$ cat src/rtl/melody_sequencer_if.sv
// Signal bundle between the melody sequencer, its user-input sources, the note ROM and the speaker path.
interface melody_sequencer_if #(
    parameter int unsigned ADDR_W = 4,
    parameter int unsigned DIV_W  = 22
);
    logic              play;
    logic              stop;
    logic              repeat_en;
    logic              beep_req;
    logic [DIV_W-1:0]  beep_div;
    logic [ADDR_W-1:0] note_addr;
    logic [DIV_W-1:0]  rom_div;
    logic [DIV_W-1:0]  note_div;
    logic              mute;
    logic              playing;
    logic              beat_tick;

    modport master (
        output play, stop, repeat_en, beep_req, beep_div, rom_div,
        input  note_addr, note_div, mute, playing, beat_tick
    );

    modport slave (
        input  play, stop, repeat_en, beep_req, beep_div, rom_div,
        output note_addr, note_div, mute, playing, beat_tick
    );
endinterface

$ cat src/rtl/melody_sequencer.sv
// Steps a note table at a fixed tempo and drives the speaker divider/mute;
// a one-shot beep preempts the melody, which then resumes where it left off.
module melody_sequencer #(
    parameter int unsigned BEAT_CYCLES = 25000000,
    parameter int unsigned SONG_LEN    = 16,
    parameter int unsigned ADDR_W      = 4,
    parameter int unsigned DIV_W       = 22,
    parameter int unsigned BEEP_CYCLES = 10000000
) (
    input  logic              clk,
    input  logic              rst,
    melody_sequencer_if.slave bus
);
    localparam int unsigned BEAT_W = (BEAT_CYCLES > 1) ? $clog2(BEAT_CYCLES) : 1;
    localparam int unsigned BEEP_W = (BEEP_CYCLES > 1) ? $clog2(BEEP_CYCLES) : 1;
    localparam logic [BEAT_W-1:0] BEAT_LAST = BEAT_W'(BEAT_CYCLES - 1);
    localparam logic [BEEP_W-1:0] BEEP_LAST = BEEP_W'(BEEP_CYCLES - 1);
    localparam logic [ADDR_W-1:0] ADDR_LAST = ADDR_W'(SONG_LEN - 1);

    typedef enum logic [1:0] {IDLE, PLAY, PAUSE, BEEP} state_t;

    state_t            state, state_nxt;
    state_t            ret_st, ret_st_nxt;
    logic [BEAT_W-1:0] beat_cnt, beat_cnt_nxt;
    logic [BEEP_W-1:0] beep_cnt, beep_cnt_nxt;
    logic [DIV_W-1:0]  beep_latch, beep_latch_nxt;
    logic [ADDR_W-1:0] note_addr, note_addr_nxt;
    logic [DIV_W-1:0]  note_div, note_div_nxt;
    logic              mute, mute_nxt;
    logic              playing, playing_nxt;
    logic              beat_tick, beat_tick_nxt;

    logic beat_done_c;
    logic song_end_c;
    logic beep_done_c;

    assign beat_done_c = (beat_cnt == BEAT_LAST);
    assign song_end_c  = (note_addr == ADDR_LAST);
    assign beep_done_c = (beep_cnt == BEEP_LAST);

    // State register
    always_ff @(posedge clk or posedge rst) begin
        if (rst) begin
            state <= IDLE;
        end else begin
            state <= state_nxt;
        end
    end

    // Next state: stop beats beep_req, which beats play / end-of-song
    always_comb begin
        state_nxt = state;
        if (bus.stop) begin
            state_nxt = IDLE;
        end else begin
            case (state)
                IDLE: begin
                    if (bus.beep_req)  state_nxt = BEEP;
                    else if (bus.play) state_nxt = PLAY;
                end
                PLAY: begin
                    if (bus.beep_req)                                     state_nxt = BEEP;
                    else if (beat_done_c && song_end_c && !bus.repeat_en) state_nxt = IDLE;
                    else if (!bus.play)                                   state_nxt = PAUSE;
                end
                PAUSE: begin
                    if (bus.beep_req)  state_nxt = BEEP;
                    else if (bus.play) state_nxt = PLAY;
                end
                BEEP: begin
                    if (beep_done_c) state_nxt = ret_st;
                end
                default: state_nxt = IDLE;
            endcase
        end
    end

    // Counters and next values of the registered outputs
    always_comb begin
        ret_st_nxt     = ret_st;
        beat_cnt_nxt   = beat_cnt;
        beep_cnt_nxt   = beep_cnt;
        beep_latch_nxt = beep_latch;
        note_addr_nxt  = note_addr;
        note_div_nxt   = note_div;
        mute_nxt       = mute;
        beat_tick_nxt  = 1'b0;
        playing_nxt    = (state_nxt == PLAY);

        if (bus.stop) begin
            note_addr_nxt = '0;
            beat_cnt_nxt  = '0;
            beep_cnt_nxt  = '0;
            mute_nxt      = 1'b1;
        end else begin
            case (state)
                IDLE, PAUSE: begin
                    mute_nxt = 1'b1;
                    if (state == IDLE) beat_cnt_nxt = '0;
                    if (bus.beep_req) begin
                        ret_st_nxt     = state;
                        beep_latch_nxt = bus.beep_div;
                        beep_cnt_nxt   = '0;
                    end
                end
                PLAY: begin
                    note_div_nxt = bus.rom_div;
                    mute_nxt     = (bus.rom_div == '0);
                    if (bus.beep_req) begin
                        ret_st_nxt     = PLAY;
                        beep_latch_nxt = bus.beep_div;
                        beep_cnt_nxt   = '0;
                    end else if (beat_done_c) begin
                        // A tick completes even if play drops on this cycle
                        beat_cnt_nxt  = '0;
                        beat_tick_nxt = 1'b1;
                        note_addr_nxt = song_end_c ? '0 : note_addr + ADDR_W'(1);
                    end else if (bus.play) begin
                        beat_cnt_nxt = beat_cnt + BEAT_W'(1);
                    end
                end
                BEEP: begin
                    note_div_nxt = beep_latch;
                    mute_nxt     = (beep_latch == '0);
                    beep_cnt_nxt = beep_done_c ? '0 : beep_cnt + BEEP_W'(1);
                end
                default: mute_nxt = 1'b1;
            endcase
        end
    end

    // Datapath and output registers
    always_ff @(posedge clk or posedge rst) begin
        if (rst) begin
            ret_st     <= IDLE;
            beat_cnt   <= '0;
            beep_cnt   <= '0;
            beep_latch <= '0;
            note_addr  <= '0;
            note_div   <= '0;
            mute       <= 1'b1;
            playing    <= 1'b0;
            beat_tick  <= 1'b0;
        end else begin
            ret_st     <= ret_st_nxt;
            beat_cnt   <= beat_cnt_nxt;
            beep_cnt   <= beep_cnt_nxt;
            beep_latch <= beep_latch_nxt;
            note_addr  <= note_addr_nxt;
            note_div   <= note_div_nxt;
            mute       <= mute_nxt;
            playing    <= playing_nxt;
            beat_tick  <= beat_tick_nxt;
        end
    end

    assign bus.note_addr = note_addr;
    assign bus.note_div  = note_div;
    assign bus.mute      = mute;
    assign bus.playing   = playing;
    assign bus.beat_tick = beat_tick;
endmodule

$ cat src/flat_wrapper.sv
// flat-port wrapper written by rule: the top's interface ports become plain ports
module melody_sequencer_flat 
#(
    parameter int unsigned BEAT_CYCLES = 25000000,
    parameter int unsigned SONG_LEN    = 16,
    parameter int unsigned ADDR_W      = 4,
    parameter int unsigned DIV_W       = 22,
    parameter int unsigned BEEP_CYCLES = 10000000
)
  (clk, rst, bus_play, bus_stop, bus_repeat_en, bus_beep_req, bus_beep_div, bus_rom_div, bus_note_addr, bus_note_div, bus_mute, bus_playing, bus_beat_tick);
  melody_sequencer_if #(.ADDR_W(ADDR_W), .DIV_W(DIV_W)) bus_i ();
  input  logic clk;
  input  logic rst;
  input wire logic [$bits(bus_i.play)-1:0] bus_play;
  input wire logic [$bits(bus_i.stop)-1:0] bus_stop;
  input wire logic [$bits(bus_i.repeat_en)-1:0] bus_repeat_en;
  input wire logic [$bits(bus_i.beep_req)-1:0] bus_beep_req;
  input wire logic [$bits(bus_i.beep_div)-1:0] bus_beep_div;
  input wire logic [$bits(bus_i.rom_div)-1:0] bus_rom_div;
  output wire logic [$bits(bus_i.note_addr)-1:0] bus_note_addr;
  output wire logic [$bits(bus_i.note_div)-1:0] bus_note_div;
  output wire logic [$bits(bus_i.mute)-1:0] bus_mute;
  output wire logic [$bits(bus_i.playing)-1:0] bus_playing;
  output wire logic [$bits(bus_i.beat_tick)-1:0] bus_beat_tick;
  assign bus_i.play = bus_play;
  assign bus_i.stop = bus_stop;
  assign bus_i.repeat_en = bus_repeat_en;
  assign bus_i.beep_req = bus_beep_req;
  assign bus_i.beep_div = bus_beep_div;
  assign bus_i.rom_div = bus_rom_div;
  assign bus_note_addr = bus_i.note_addr;
  assign bus_note_div = bus_i.note_div;
  assign bus_mute = bus_i.mute;
  assign bus_playing = bus_i.playing;
  assign bus_beat_tick = bus_i.beat_tick;
  melody_sequencer #(.BEAT_CYCLES(BEAT_CYCLES), .SONG_LEN(SONG_LEN), .ADDR_W(ADDR_W), .DIV_W(DIV_W), .BEEP_CYCLES(BEEP_CYCLES)) u_core (.clk(clk), .rst(rst), .bus(bus_i));
endmodule
$ cat config.mk
export PLATFORM = sky130hd
export DESIGN_NAME = melody_sequencer_flat
export DESIGN_NICKNAME = d
export VERILOG_FILES = /design/src/rtl/melody_sequencer_if.sv /design/src/rtl/melody_sequencer.sv /design/src/flat_wrapper.sv
export SDC_FILE = /design/constraint.sdc
export NUM_CORES = 1
export LEC_CHECK = 0
export BUFFER_PORTS_ARGS = -buffer_cell sky130_fd_sc_hd__buf_2
export CELL_PAD_IN_SITES_DETAIL_PLACEMENT = 0
export CELL_PAD_IN_SITES_GLOBAL_PLACEMENT = 1
export CORE_UTILIZATION = 41
export CTS_BUF_LIST = sky130_fd_sc_hd__clkbuf_8
export CTS_CLUSTER_DIAMETER = 100
export CTS_CLUSTER_SIZE = 25
export DETAILED_ROUTE_END_ITERATION = 7
export PLACE_DENSITY = 0.76
export SYNTH_ARGS = -nofsm -noshare
export SYNTH_HDL_FRONTEND = slang
export SYNTH_SLANG_ARGS = --single-unit
export TNS_END_PERCENT = 30
$ cat constraint.sdc
create_clock -name clk -period 3.5 [get_ports clk]
set_input_delay 0.7 -clock clk [delete_from_list [all_inputs] [get_ports clk]]
set_output_delay 0.7 -clock clk [all_outputs]
set_load 0.02 [all_outputs]
==> results of run 1 <==
-- power groups by stage --
stage / registers (mW) / clock network, mW / logic, mW
after floorplan: 1.46 / 0 / 0.207
after global placement: 1.40 / 0 / 0.418
after detailed placement: 1.41 / 0 / 0.426
after CTS: 1.39 / 0.723 / 0.425
after global routing: 1.40 / 0.753 / 0.467
final: 1.39 / 0.691 / 0.416
-- through the flow --
stage | worst slack (ns) | total power, mW | utilization, % | area (um^2)
6_report | 1.140 | 2.494 | 47.61 | 5983
5_1_grt | 0.9622 | 2.623 | 47.61 | 5983
4_1_cts | 1.148 | 2.535 | 47.61 | 5983
3_5_place_dp | 1.072 | 1.835 | 46.24 | 5812
3_3_place_gp | 1.091 | 1.820 | 46.24 | 5812
2_1_floorplan | 0.06947 | 1.670 | - | 5266
-- registers in the layout (all words and copies together), names as in the netlist --
register / count
u_core.bus.playing: 1
u_core.bus.note_addr: 4
u_core.beep_latch: 22
u_core.state: 2
u_core.bus.note_div: 22
u_core.bus.beat_tick: 1
u_core.ret_st: 2
u_core.bus.mute: 1
u_core.beep_cnt: 24
u_core.beat_cnt: 25
-- worst paths after layout --
kind                                                end  slack (ns)  cells after the start
worst min-delay path            u_core.bus.note_div[14]        0.49                      2
min in group asynchronous       u_core.bus.note_div[14]        0.50                      2
max in group asynchronous         u_core.beep_latch[18]        2.14                      3
worst max register to register       u_core.beat_cnt[7]        1.14                      6
worst min register to register  u_core.bus.note_div[14]        0.49                      2
worst max-delay path                 u_core.beat_cnt[7]        1.14                      6
-- routing by layer --
metal  vias to the layer above  routed length, um
met1                      2068               5682
met5                         -                  0
met3                        11                796
met2                       110               5431
met4                         0                163
li1                       2094                  -
-- area by class of cell --
| type | instances | area (um^2) |
|---|---|---|
| Clock inverter | 5 | 33.78 |
| Sequential cell | 104 | 2604 |
| Clock buffer | 10 | 137.6 |
| Tap cell | 172 | 215.2 |
| Inverter | 9 | 36.28 |
| Multi-Input combinational cell | 395 | 2506 |
| Timing Repair Buffer | 86 | 450.4 |
| Fill cell | 1217 | 6585 |
-- tightest hold or removal path: stages, from the launching register on --
cell and delay, ns:
dfrtp_1 0.35, nand2_1 0.04, o21ai_0 0.06
-- cell families after synthesis --
family	Yosys count
XOR/XNOR	19
AND/OR/NAND/NOR	219
buffers and inverters	36
multiplexers	47
AO/OA/AOI/OAI	107
flip-flops	104
adder cells (fa/ha/maj)	3
-- layout by cell type, fill, tap and decap left out, drive strengths merged, types with 9 or more instances in the layout --
cell / netlist / routed
nand4: 17 / 17
nor3: 17 / 17
clkbuf: 12 / 10
nand2: 54 / 54
o31ai: 10 / 10
o21ai: 48 / 48
mux2: 22 / 22
inv: 9 / 9
nand3: 14 / 14
nor2: 41 / 41
buf: 15 / 86
and4: 9 / 9
mux2i: 25 / 25
a21oi: 31 / 31
or3: 13 / 13
xnor2: 17 / 17
or4: 11 / 11
nor4: 17 / 17
dfrtp: 103 / 103
==> flow_metrics.tcl, run 1 <==
set metrics [dict create \
    place_inst 766 \
    antenna_found_initial 0 \
    synth_nets 588 \
    grtUsageMet2_pct 29.86 \
    seq_power_share_pct 55.6 \
    rsz0062_at_grt "no" \
    cts_tree "yes" \
    holdCritPathClass "flip-flop to flip-flop" \
    clock-sinks 104 \
    core_region_area_um2 12570 \
    wl_per_cell_um 15.46 \
    drive_above_1_share_pct 22.17 \
    relSlewSlack_pct 40.45 \
    diodes 0 \
    yosysTopAreaCellShare_pct 48.94 \
    ir_drop_mv 0.2336 \
    hold_violations 0 \
    die_h_um 115.3 \
    yosysSeqAreaShare_pct 49.44 \
    firstDrtPassIters 4 \
    ys_top_cells_by_count "dfrtp_1, nand2_1, o21ai_0" \
    placementRows 41 \
    pwr-share-clk_pct 27.7 \
    synthAdderAreaFrac_pct 0.7128 \
    ys_warn_count 0 \
    outcome "completed" \
    cts.path.max_buffers 2 \
    switchingPower_uw 749.2 \
    dieArea_um2 13300 \
    hold_slack_ns 0.4892 \
    synth-xor-area-share_pct 3.160 \
    synthSimpleGateAreaFrac_pct 22.52 \
    nets 658 \
    tightest_slew_ns 0.8932 \
    grt_pass1_wl_mm 20.41 \
    synth_top_flop_cell "dfrtp_1" \
    crit_family "simple AND/OR/NAND/NOR gates" \
    synth_area_leaders "dfrtp_1, mux2i_1, mux2_2, o21ai_0, nand2_1" \
    cts-buffers-inserted 9 \
    p_leak_nw 2.540 \
    remaining_drc_errors 0 \
    start_util_pct 41.90 \
    setup_viol 0 \
    synth_area_um2 5266 \
    synth_top_area_cell "dfrtp_1" \
    layout_min_cycle_time_ns 2.360 \
    grt_max_degree 73 \
    setup_tns_ns 0 \
    synth_top_family_by_area "simple AND/OR/NAND/NOR gates" \
    async_flop_share_pct 100.0 \
    grt_use_met3_pct 4.639 \
    endpoint_kind "flip-flop" \
    gp_congestion 0.7900 \
    die_x_um 115.3 \
    synth.avg_cell_area_um2 9.844 \
    cts_root_buf "clkbuf_8" \
    skew_ns 0.01191 \
    vias 4283 \
    synth-compound-area-share_pct 11.74 \
    grt.busiest_layer "met2" \
    start_kind "flip-flop" \
    slowest_stage "nor2_2" \
    reg2reg_from "u_core.beat_cnt[0]" \
    grt_util_all_layers_pct 19.69 \
    hold_buffers 0 \
    io_pins 79 \
    crit_chain "ha_1, and4_1, and4_4, a21oi_1, nor2_2, a21oi_1" \
    switching_share_pct 30.04 \
    routed_via_density 5.484 \
    slowest_delay_ns 0.64 \
    cts.reportedPaths.clkPinSlew_ns 0.10 \
    port-buffer-count 78 \
    intPower_mw 1.745 \
    gr-usage-met1_pct 27.57 \
    drt-initial-drc-count 184 \
    fmax_ghz 0.4238 \
    cts_htree_levels 3 \
    yosysMostFrequentCell "dfrtp_1" \
    cp.buffers_inverters 0 \
    crit_required_ns 3.72 \
    critPathKind "flip-flop to flip-flop" \
    hold_start "u_core.bus.note_div[14]" \
    post-cts-setup-buffers 0 \
    cp-startpoint "u_core.beat_cnt[0]" \
    clk_latency_ns 0.38 \
    synth-seq-cells 104 \
    p_comb_share_pct 16.7 \
    power.density_nw_per_um2 416.9 \
    fin_crit_sh_pct 67.42 \
    globalRouteOverflowTotal 0 \
    area_growth_pct 13.61 \
    syn_inst 535 \
    drt_wl_total_mm 12.07 \
    postCtsResizedCells 0 \
    antenna_left 0 \
    synth.distinct_cells 50 \
    crit_arrival_ns 2.58 \
    instances_no_fill 781 \
    synth.area.mux_share_pct 9.456 \
    max_cap_viol_count 0 \
    dp_hpwl_mm 8.612 \
    report.final.slew_viol_count 0 \
    grt_pass1_vias 4042 \
    synth_edf_count 0 \
    timing.critical_path.mode_cell "a21oi_1" \
    crit_fanout 17 \
]
(Power assumes the default switching activity.)
==> run 2, diff against run 1 <==
- clock period: 3.5 -> 2.1 ns (I/O delays scaled with it)
==> flow_metrics.tcl, run 2 (same netlist as run 1, synthesis figures left out) <==
set metrics [dict create \
    p_leak_nw 2.733 \
    reg2reg_slack_ns 0.02 \
    crit_required_ns 2.41 \
    start_kind "flip-flop" \
    nets 683 \
    grt_pass1_wl_mm 21.19 \
    die_h_um 115.3 \
    cts_root_buf "clkbuf_8" \
    crit_fanout 39 \
    gp_congestion 0.7667 \
    largest_reg_flops 25 \
    fin_crit_sh_pct 99.22 \
    layout_min_cycle_time_ns 2.084 \
    dieArea_um2 13300 \
    firstDrtPassIters 4 \
    cts-buffers-inserted 9 \
    cts.reportedPaths.clkPinSlew_ns 0.10 \
    power.density_nw_per_um2 732.0 \
    cts.path.max_buffers 2 \
    rsz0062_at_grt "yes" \
    crit_arrival_ns 2.40 \
    final_cell_mix "dfrtp_1, buf_2, nand2_1" \
    antenna_left 0 \
    drive_above_1_share_pct 26.18 \
    io_pins 79 \
    globalRouteOverflowTotal 0 \
    pwr-share-clk_pct 34.4 \
    drt-initial-drc-count 273 \
    grt_max_degree 46 \
    grt_pass1_vias 4292 \
    core_region_area_um2 12570 \
    diodes 0 \
    routed_via_density 5.408 \
    seq_area_um2 2604 \
    area_growth_pct 20.62 \
    nFillCells 1166 \
    switchingPower_mw 1.259 \
    final_cell_area_um2 6352 \
    place_inst 788 \
    skew_ns 0.008502 \
    hold_violations 0 \
    fmax_ghz 0.4799 \
    cts_htree_levels 3 \
    antenna_found_initial 0 \
    wl_per_cell_um 15.45 \
    seq_power_share_pct 49.7 \
    post-place-ws_ns 0.05244 \
    multi_input_area_um2 2539 \
    instances_no_fill 806 \
    remaining_drc_errors 0 \
    endpoint_kind "flip-flop" \
    grt_util_all_layers_pct 20.59 \
    layout.cells.most_common "dfrtp_1" \
    r2r_cells 7 \
    regMostFlops "u_core.beat_cnt" \
    setup_viol 0 \
    cts_tree "yes" \
    vias 4359 \
    dp_hpwl_mm 8.981 \
    largestRegisters "u_core.beat_cnt (25), u_core.beep_cnt (24)" \
    port-buffer-count 78 \
    clk_latency_ns 0.38 \
    clock-sinks 104 \
    holdCritPathClass "input port to asynchronous set/reset pin" \
    post_dp_cell_area_um2 6041 \
    critPathKind "flip-flop to flip-flop" \
    report.final.slew_viol_count 0 \
    hold_buffers 0 \
    die_x_um 115.3 \
    drt_wl_total_mm 12.46 \
    relSlewSlack_pct 50.95 \
    placementRows 41 \
    start_util_pct 41.90 \
    intPower_mw 3.392 \
    p_comb_share_pct 15.9 \
    fin_ws_ns 0.01633 \
    outcome "completed" \
    tightest_slew_ns 0.7341 \
    switching_share_pct 27.07 \
    ir_drop_mv 0.3859 \
    max_cap_viol_count 0 \
]
run 2: cell count changes in the layout (fill, tap and decap cells not counted), moves of 2 or more:
cell	delta
buf_12	+5
buf_4	+20
bufinv_16	+4
clkinv_2	-2
run 2: per-stage QoR:
step	utilization (%)	power (mW)	setup TNS (ns)	hold slack [ns]
floorplan	-	2.784	0	0.4663
global placement	48.06	3.080	0	0.4572
detailed placement	48.06	3.101	0	0.4654
CTS	50.10	4.705	0	0.1627
global route	50.54	4.890	-0.1390	0.1846
finish	50.54	4.650	0	0.1497
run 2: what timing repair did:
item	in CTS	in global routing
gates resized for setup	0	8
endpoints found under the setup margin	0	19
setup buffers	0	3
run 2: routing by layer:
layer / vias up / wire length (um) / part of all wire [%] / global-route usage, %
met5: - / 0 / 0 / 0
met4: 0 / 223 / 1.8 / 8.052
met3: 17 / 581 / 4.7 / 4.112
met2: 88 / 5742 / 46 / 32.06
met1: 2116 / 5906 / 47 / 28.26
li1: 2138 / - / - / -
run 2: final timing paths:
| path | from | end |
|---|---|---|
| max | u_core.beat_cnt[1] | u_core.beat_cnt[24] |
| min | rst | u_core.beat_cnt[9] |
| max reg2reg | u_core.beat_cnt[1] | u_core.beat_cnt[24] |
| min reg2reg | u_core.bus.note_div[3] | u_core.bus.note_div[3] |
| max in group asynchronous | rst | u_core.bus.mute |
| min in group clk | bus_beep_div[16] | u_core.beep_latch[16] |
run 2: power groups by stage:
stage	combinational, mW	sequential (mW)	clock [mW]
floorplan	0.346	2.44	0
global placement	0.737	2.34	0
detailed placement	0.748	2.35	0
CTS	0.749	2.31	1.64
global route	0.822	2.34	1.73
finish	0.739	2.31	1.60
run 2: area by class of cell:
type	instances	share of cell area (%)
flip-flops and latches	104	40.99
multi-input cells	395	39.96
repair buffers	111	11.03
well taps	172	3.388
clock inverters	6	2.088
clock buffers	9	1.950
inverters	9	0.5909
run 2: worst max-delay path: stages (launching register included):
cell and delay, ns:
dfrtp_1 0.39, ha_2 0.20, and4_4 0.23, and4_4 0.24
a211oi_2 0.09, buf_12 0.18, or4_1 0.52, a21oi_1 0.16
==> run 3, diff against run 2 <==
- CORE_UTILIZATION: 41 -> 49
- PLACE_DENSITY: 0.76 -> 0.85
- clock period: 2.1 -> 2.5 ns (I/O delays scaled with it)
==> flow_metrics.tcl, run 3 (same netlist as run 1, synthesis figures left out) <==
set metrics [dict create \
    outcome "completed" \
    layout_min_cycle_time_ns 2.178 \
    clk_latency_ns 0.38 \
    endpoint_kind "flip-flop" \
    setup_viol 0 \
    critPathKind "flip-flop to flip-flop" \
    firstDrtPassIters 4 \
    cts_root_buf "clkbuf_8" \
    grt_max_degree 105 \
    grt_pass1_vias 4249 \
    intPower_mw 2.657 \
    tightest_slew_ns 0.5712 \
    crit_required_ns 2.80 \
    reg2reg_slack_ns 0.32 \
    r2r_cells 7 \
    ir_drop_mv 0.4632 \
    largestRegisters "u_core.beat_cnt (25), u_core.beep_cnt (24)" \
    area_growth_pct 15.11 \
    die_x_um 105.7 \
    switching_share_pct 29.16 \
    start_util_pct 50.78 \
    cts_tree "yes" \
    reg2reg_from "u_core.beat_cnt[0]" \
    start_kind "flip-flop" \
    seq_power_share_pct 51.7 \
    switchingPower_mw 1.094 \
    antenna_left 0 \
    rsz0062_at_grt "no" \
    instances_no_fill 750 \
    drive_above_1_share_pct 22.80 \
    remaining_drc_errors 0 \
    regMostFlops "u_core.beat_cnt" \
    report.final.slew_viol_count 0 \
    routed_via_density 5.679 \
    drt_wl_total_mm 11.67 \
    globalRouteOverflowTotal 0 \
    grt_util_all_layers_pct 22.50 \
    post-cts-setup-buffers 0 \
    nFillCells 965 \
    post-place-ws_ns 0.2691 \
    p_comb_share_pct 15.8 \
    p_leak_nw 2.595 \
    placementRows 37 \
    skew_ns 0.01325 \
    setup_tns_ns 0 \
    final_cell_mix "dfrtp_1, buf_2, nand2_1" \
    crit_fanout 39 \
    max_cap_viol_count 0 \
    core_region_area_um2 10370 \
    crit_arrival_ns 2.48 \
    fin_crit_sh_pct 87.11 \
    finalPower_mw 3.751 \
    r2r_end "u_core.beat_cnt[24]" \
    nets 662 \
    pwr-share-clk_pct 32.5 \
    io_pins 79 \
    vias 4259 \
    hold_buffers 0 \
    power.density_nw_per_um2 618.8 \
    relSlewSlack_pct 61.92 \
    cts_htree_levels 3 \
    postCtsResizedCells 0 \
    dieArea_um2 11170 \
    gp_congestion 0.8288 \
    clock-sinks 104 \
    hold_slack_ns 0.2349 \
    port-buffer-count 78 \
    grt_pass1_wl_mm 20.07 \
    fin_ws_ns 0.3221 \
    drt-initial-drc-count 231 \
    die_h_um 105.7 \
    antenna_found_initial 0 \
    cts.reportedPaths.clkPinSlew_ns 0.11 \
    holdCritPathClass "input port to asynchronous set/reset pin" \
    dp_hpwl_mm 8.169 \
    place_inst 734 \
    post_dp_cell_area_um2 5823 \
    cts.path.max_buffers 2 \
    layout.cells.most_common "dfrtp_1" \
    hold_violations 0 \
    fmax_ghz 0.4592 \
    largest_reg_flops 25 \
    cts-buffers-inserted 9 \
    diodes 0 \
    final_util_pct 58.46 \
    wl_per_cell_um 15.55 \
    final_cell_area_um2 6062 \
]
-- run 3: how the worst max path moves through the flow --
stage	from	endpoint	slack (ns)	depth (start not counted)
after floorplan	u_core.beat_cnt[0]	u_core.beat_cnt[9]	0.54	8
after global placement	bus_stop	u_core.beep_cnt[18]	0.29	6
after detailed placement	bus_stop	u_core.beep_cnt[23]	0.27	6
after CTS	u_core.beat_cnt[0]	u_core.beat_cnt[24]	0.31	7
after global routing	u_core.beat_cnt[0]	u_core.beat_cnt[24]	0.15	7
final	u_core.beat_cnt[0]	u_core.beat_cnt[24]	0.32	7
-- run 3: power groups by stage --
stage | Sequential, mW | Clock, mW | Combinational (mW)
3_5_place_dp | 1.97 | 0 | 0.600
5_1_grt | 1.96 | 1.30 | 0.657
2_1_floorplan | 2.05 | 0 | 0.291
3_3_place_gp | 1.96 | 0 | 0.588
6_report | 1.94 | 1.22 | 0.591
4_1_cts | 1.94 | 1.25 | 0.601
-- run 3: area by class of cell --
type | instances | area [um^2] | area share [%]
Sequential cell | 104 | 2604 | 42.95
Multi-Input combinational cell | 395 | 2506 | 41.34
Timing Repair Buffer | 90 | 505.5 | 8.339
Tap cell | 136 | 170.2 | 2.807
Clock buffer | 9 | 123.9 | 2.043
Clock inverter | 7 | 115.1 | 1.899
Inverter | 9 | 37.54 | 0.6192
-- run 3: worst max-delay path, stage by stage, from the launching register on --
cell	delay [ns]
dfrtp_1	0.41
ha_1	0.21
and4_1	0.31
and4_4	0.27
a211oi_2	0.08
buf_12	0.18
or4_1	0.50
a21oi_1	0.15
-- run 3: routing by layer --
layer  part of all wire, %  up-vias  wire (um)  global-route usage [%]
li1                      -     2093          -                       -
met1                    47     2053       5475                   30.48
met2                    46      107       5354                   36.04
met3                   6.6        6        768                   5.875
met4                  0.58        0         68                   5.556
met5                     0        -          0                       0
